`src/rtl/gray_seq_ctrl.sv`:
```
// gray_seq_ctrl: command-driven sequencer around a Gray-code counter.
// Accepts CLEAR/LOAD/RUN_UP/RUN_DOWN over a valid/ready handshake, runs a
// programmed number of Gray steps with pause/abort, and pulses done and wrap.
module gray_seq_ctrl #(
    parameter int DATA_WIDTH = 4
) (
    input  logic                  clk,
    input  logic                  resetn,
    input  logic                  cmd_valid,
    output logic                  cmd_ready,
    input  logic [1:0]            cmd_op,
    input  logic [DATA_WIDTH-1:0] cmd_arg,
    input  logic                  pause,
    input  logic                  abort,
    output logic [DATA_WIDTH-1:0] gray_out,
    output logic [DATA_WIDTH-1:0] bin_out,
    output logic                  busy,
    output logic                  done,
    output logic                  wrap
);

    typedef enum logic [1:0] {
        S_IDLE = 2'd0,
        S_RUN  = 2'd1,
        S_DONE = 2'd2
    } state_t;

    localparam logic [1:0] OP_CLEAR = 2'b00;
    localparam logic [1:0] OP_LOAD  = 2'b01;

    localparam logic [DATA_WIDTH-1:0] ZERO    = '0;
    localparam logic [DATA_WIDTH-1:0] ONE     = DATA_WIDTH'(1);
    localparam logic [DATA_WIDTH-1:0] MAX_VAL = '1;

    state_t                r_state;
    state_t                w_stateNext;
    logic [DATA_WIDTH-1:0] r_gray;
    logic [DATA_WIDTH-1:0] r_bin;
    logic [DATA_WIDTH-1:0] r_remain;
    logic                  r_dirDown;
    logic                  r_done;
    logic                  r_wrap;

    logic [DATA_WIDTH-1:0] w_grayNext;
    logic [DATA_WIDTH-1:0] w_binNext;
    logic [DATA_WIDTH-1:0] w_remainNext;
    logic                  w_dirDownNext;
    logic                  w_doneNext;
    logic                  w_wrapNext;
    logic [DATA_WIDTH-1:0] w_argBin;
    logic [DATA_WIDTH-1:0] w_stepBin;
    logic                  w_stepWraps;

    // Binary equivalent of a LOAD argument: each bit is the XOR of all Gray bits at or above it.
    always_comb begin
        w_argBin = '0;
        for (int i = 0; i < DATA_WIDTH; i++) begin
            w_argBin[i] = ^(cmd_arg >> i);
        end
    end

    // Candidate next binary value for a single step in the latched direction, and whether it wraps.
    always_comb begin
        w_stepBin   = r_dirDown ? (r_bin - ONE) : (r_bin + ONE);
        w_stepWraps = r_dirDown ? (r_bin == ZERO) : (r_bin == MAX_VAL);
    end

    // Next-state and next-datapath logic; everything holds unless a command or step changes it.
    always_comb begin
        w_stateNext   = r_state;
        w_grayNext    = r_gray;
        w_binNext     = r_bin;
        w_remainNext  = r_remain;
        w_dirDownNext = r_dirDown;
        w_wrapNext    = 1'b0;
        case (r_state)
            S_IDLE: begin
                if (cmd_valid) begin
                    case (cmd_op)
                        OP_CLEAR: begin
                            w_grayNext  = '0;
                            w_binNext   = '0;
                            w_stateNext = S_DONE;
                        end
                        OP_LOAD: begin
                            w_grayNext  = cmd_arg;
                            w_binNext   = w_argBin;
                            w_stateNext = S_DONE;
                        end
                        default: begin
                            if (cmd_arg == ZERO) begin
                                w_stateNext = S_DONE;
                            end else begin
                                w_remainNext  = cmd_arg;
                                w_dirDownNext = cmd_op[0];
                                w_stateNext   = S_RUN;
                            end
                        end
                    endcase
                end
            end
            S_RUN: begin
                if (abort) begin
                    w_stateNext = S_DONE;
                end else if (!pause) begin
                    w_binNext    = w_stepBin;
                    w_grayNext   = w_stepBin ^ (w_stepBin >> 1);
                    w_remainNext = r_remain - ONE;
                    w_wrapNext   = w_stepWraps;
                    if (r_remain == ONE) begin
                        w_stateNext = S_DONE;
                    end
                end
            end
            S_DONE: begin
                w_stateNext = S_IDLE;
            end
            default: begin
                w_stateNext = S_IDLE;
            end
        endcase
        w_doneNext = (w_stateNext == S_DONE);
    end

    // State and datapath registers with synchronous active-low reset that wins over any run.
    always_ff @(posedge clk) begin
        if (!resetn) begin
            r_state   <= S_IDLE;
            r_gray    <= '0;
            r_bin     <= '0;
            r_remain  <= '0;
            r_dirDown <= 1'b0;
            r_done    <= 1'b0;
            r_wrap    <= 1'b0;
        end else begin
            r_state   <= w_stateNext;
            r_gray    <= w_grayNext;
            r_bin     <= w_binNext;
            r_remain  <= w_remainNext;
            r_dirDown <= w_dirDownNext;
            r_done    <= w_doneNext;
            r_wrap    <= w_wrapNext;
        end
    end

    assign cmd_ready = (r_state == S_IDLE);
    assign busy      = (r_state != S_IDLE);
    assign gray_out  = r_gray;
    assign bin_out   = r_bin;
    assign done      = r_done;
    assign wrap      = r_wrap;

endmodule

```
`config.mk`:
```
export PLATFORM = sky130hd
export DESIGN_NAME = gray_seq_ctrl
export DESIGN_NICKNAME = d
export VERILOG_FILES = /design/src/rtl/gray_seq_ctrl.sv
export SDC_FILE = /design/constraint.sdc
export NUM_CORES = 1
export LEC_CHECK = 0
export ABC_AREA = 1
export CAP_MARGIN = 20
export CELL_PAD_IN_SITES_DETAIL_PLACEMENT = 0
export CELL_PAD_IN_SITES_GLOBAL_PLACEMENT = 1
export CORE_MARGIN = 1.5
export CORE_UTILIZATION = 35
export DETAILED_ROUTE_END_ITERATION = 8
export PLACE_DENSITY = 0.81
export RECOVER_POWER = 100
export REMOVE_ABC_BUFFERS = 1
export SYNTH_ARGS = -nofsm -noshare
export SYNTH_HDL_FRONTEND = slang
export SYNTH_SLANG_ARGS = --single-unit
```
`constraint.sdc`:
```
create_clock -name clk -period 1.8 [get_ports clk]
set_input_delay 0.36 -clock clk [delete_from_list [all_inputs] [get_ports clk]]
set_output_delay 0.36 -clock clk [all_outputs]
set_load 0.05 [all_outputs]
```
==> flow_summary.rst <==
.. list-table::
   :header-rows: 1

   * - Metric
     - Value
   * - Run status
     - complete, no violations
   * - Detail-routed net length per standard cell
     - 11.9 µm
   * - Fillers
     - about 300
   * - Worst path required time
     - 1440 ps
   * - First-pass GRT wire length
     - 4490 µm
   * - Post-layout net count
     - 211
   * - Critical path launch point type
     - flop
   * - Placeable Area
     - between 2000 and 3000 µm²
   * - Violation count after the first detailed-routing iteration
     - 40
   * - First-pass iteration count of the detailed router
     - 4
   * - Number of instances on the worst hold path
     - 2
   * - Total negative slack
     - 0 ps
   * - Mapped Avg Cell Area
     - between 6 and 7 µm²
   * - Static leakage power
     - 0.661 nW
   * - MaxCap Viol Count
     - 0
   * - Post-synth EDFFs
     - 0
   * - Leading register cell type out of synthesis
     - dfxtp_1
   * - Number of global-route vias before repair
     - 1055
   * - Unrepaired setup endpoints after global routing
     - no
   * - Number of placed I/O pins
     - 23
   * - Top cell types by occurrence after synthesis
     - nand2_1, inv_1, dfxtp_1
   * - Clock-pin slew on the worst setup and hold paths
     - approximately 100 ps
   * - Critical path endpoint category
     - output port
   * - Longest Clk Path Bufs
     - 2
   * - Max transition margin
     - 0.605
   * - Number of cells traversed by the worst register-to-register path
     - 5
   * - Register bit count reported by yosys
     - 16
   * - Number of input and output port buffers inserted
     - 22
   * - Clock sink count
     - 16
   * - Final setup slack of the worst path
     - 175 ps
   * - Leading cell type by number of instances after synthesis
     - nand2_1
   * - Starting density of the core
     - 0.381
   * - Power Total
     - 1.03 mW
   * - Post-CTS repair timing setup buffer count
     - 0
   * - Setup Slack @ Placement
     - -11.6 ps
   * - FF-to-FF End
     - gray_out[1]$_SDFFE_PN0P_
   * - Fraction of registers with async set or reset after synthesis
     - 0
   * - Total GRT Usage
     - 0.171
   * - Clock tree from TritonCTS
     - built
   * - Fin crit share
     - 0.903
   * - Chip width
     - 58.5 µm
   * - Count of antenna-violating nets left after detailed routing
     - 0
   * - CTS Hold Buffers Added
     - 0
   * - Placed wire-length estimate after detailed placement
     - 2200 µm
   * - Seq/Total Area, Yosys
     - 0.297
   * - Area growth from synthesis to layout
     - 26.3%
   * - Routed vias
     - approximately 1100
   * - Hold Crit Class
     - flop to flop
   * - Layout cells sized above 1
     - 0.135
   * - Unique cell type count in the Yosys netlist
     - 28
   * - Maximum vdd ir drop
     - approximately 0.00045 V
   * - Achievable clock frequency
     - 615 MHz
   * - Antenna violations before repair
     - 0
   * - Power density over the cells
     - 753 nW/µm²
   * - Clock latency on the worst-skew pair
     - 290 ps
   * - Final worst path period need
     - ~1600 ps
   * - Transition at the pin with the smallest max-transition slack
     - 596 ps
   * - Largest net degree at the start of global routing
     - 12
   * - Clk root buf
     - clkbuf_4
   * - Max Fanout on Critical Path
     - 4
   * - Cell area after technology mapping
     - 1080 µm²
   * - Final setup violating endpoints
     - 0
   * - Signal arrival time at the worst endpoint
     - between 1000 and 1500 ps
   * - Deepest level of the CTS H-tree
     - 1
   * - DRC
     - 0
   * - Syn Inst Count
     - around 160
   * - Full die area
     - ~3400 µm²
   * - Critical R2R Launch
     - r_dirDown$_SDFFE_PN0P_
   * - Dominant cells by area after synthesis
     - dfxtp_1, nand2_1, inv_1
   * - Critical path origin
     - r_state[1]$_SDFF_PN0_
   * - Die span in y
     - 58.5 µm
   * - Post-Route Hold Slack
     - 474 ps
   * - Total overflow reported by the global router
     - 0
   * - Hold Path Sink
     - gray_out[0]$_SDFFE_PN0P_
   * - Yosys warns
     - 0
   * - Row count
     - 19
   * - Total detailed-routing wirelength
     - 2660 µm
   * - Via-to-Cell Ratio
     - 4.90
   * - Clock buffers created by TritonCTS
     - 3
   * - Cell type contributing the most total cell area after synthesis
     - dfxtp_1
   * - R2R Setup Slk
     - 210 ps
   * - Fraction of post-synthesis cell area in the top cell type by area
     - 0.297
   * - Fin Clk Skew
     - 1.59 ps
   * - # diodes
     - 0
   * - Category of the critical setup timing path
     - flop to output port
   * - Count of pins over their slew limit
     - 0
   * - Post-cts repair resize count
     - 0
   * - End-of-flow core utilization
     - 0.482
   * - Hold path startpoint
     - gray_out[0]$_SDFFE_PN0P_
   * - Placer congestion estimate
     - 0.799
   * - Hold Violations, Final
     - 0
==> final cells by class <==
class	count	area (µm²)	area share
clock buffer	4	36.3	0.0266
inverter	27	101	0.0744
multi-input combinational	112	622	0.456
sequential	16	320	0.235
tap	31	38.8	0.0285
timing repair buffer	33	244	0.179
==> cells in the final DEF (no fill, tap or decap), types with 2 or more instances in the layout <==
cell / n
nor3_1: 3
clkbuf_1: 9
a21oi_1: 13
clkbuf_4: 3
xor2_1: 5
nand2_2: 2
o21ai_0: 13
dfxtp_1: 16
nor2_1: 15
inv_1: 27
nor4_1: 2
clkdlybuf4s50_1: 10
clkbuf_2: 3
nand4_1: 2
nand2_1: 34
buf_4: 10
ha_1: 6
nand3_1: 5
==> worst max path at each step <==
stage | end | slack, ps | cells past startpoint
CTS | gray_out[1]$_SDFFE_PN0P_ | 190 | 5
global placement | r_remain[2]$_SDFFE_PN0P_ | 30 | 10
global route | gray_out[1]$_SDFFE_PN0P_ | 70 | 6
detailed placement | r_remain[3]$_SDFFE_PN0P_ | -10 | 9
finish | busy | 170 | 4
floorplan | busy | -190 | 2
==> cell families (layout without fill, tap and decap cells) <==
kind of cell / after synthesis / after routing / share of synthesized area
XOR/XNOR: 6 / 6 / 0.0487
flip-flops: 16 / 16 / 0.297
adder cells (fa/ha/maj): 7 / 7 / 0.0882
buffers and inverters: 31 / 64 / 0.126
AND/OR/NAND/NOR: 67 / 67 / 0.277
AO/OA/AOI/OAI: 32 / 32 / 0.162
==> where the power goes <==
part	leakage [nW]	internal [mW]	switching, mW
Combinational	0.509	0.138	0.242
Sequential	0.131	0.382	0.0221
Clock	0.0210	0.123	0.119
Total	0.661	0.643	0.383
==> sequential cells by signal, summed over array words and instances (netlist names) <==
signal and flops:
gray_out 4, r_remain 4, r_dirDown 1, bin_out 3, r_state 2, wrap 1
done 1
==> metrics by stage <==
| stage | instances | instance area, µm² |
|---|---|---|
| 3_5_place_dp | 219 | 1370 |
| 4_1_cts | 223 | 1400 |
| 5_1_grt | 223 | 1360 |
| 2_1_floorplan | 155 | 1040 |
| 3_3_place_gp | 219 | 1370 |
| 6_report | 223 | 1360 |
==> worst max-delay path, cell delays in order (launching register included) <==
cell and delay [ps]:
dfxtp_1 360, nor2_1 180, buf_4 170, inv_1 40
clkbuf_2 220
==> metal layers <==
| metal | routed length (µm) | vias up | global-route usage | part of all wire |
|---|---|---|---|---|
| li1 | - | 581 | - | - |
| met1 | 1160 | 496 | 0.191 | 0.44 |
| met2 | 1400 | 14 | 0.324 | 0.53 |
| met4 | 15 | 0 | 0.0299 | 0.0056 |
| met5 | 0 | - | 0 | 0 |
| met3 | 82 | 2 | 0.0440 | 0.031 |
Note: power is estimated with default switching activity, not from simulation.
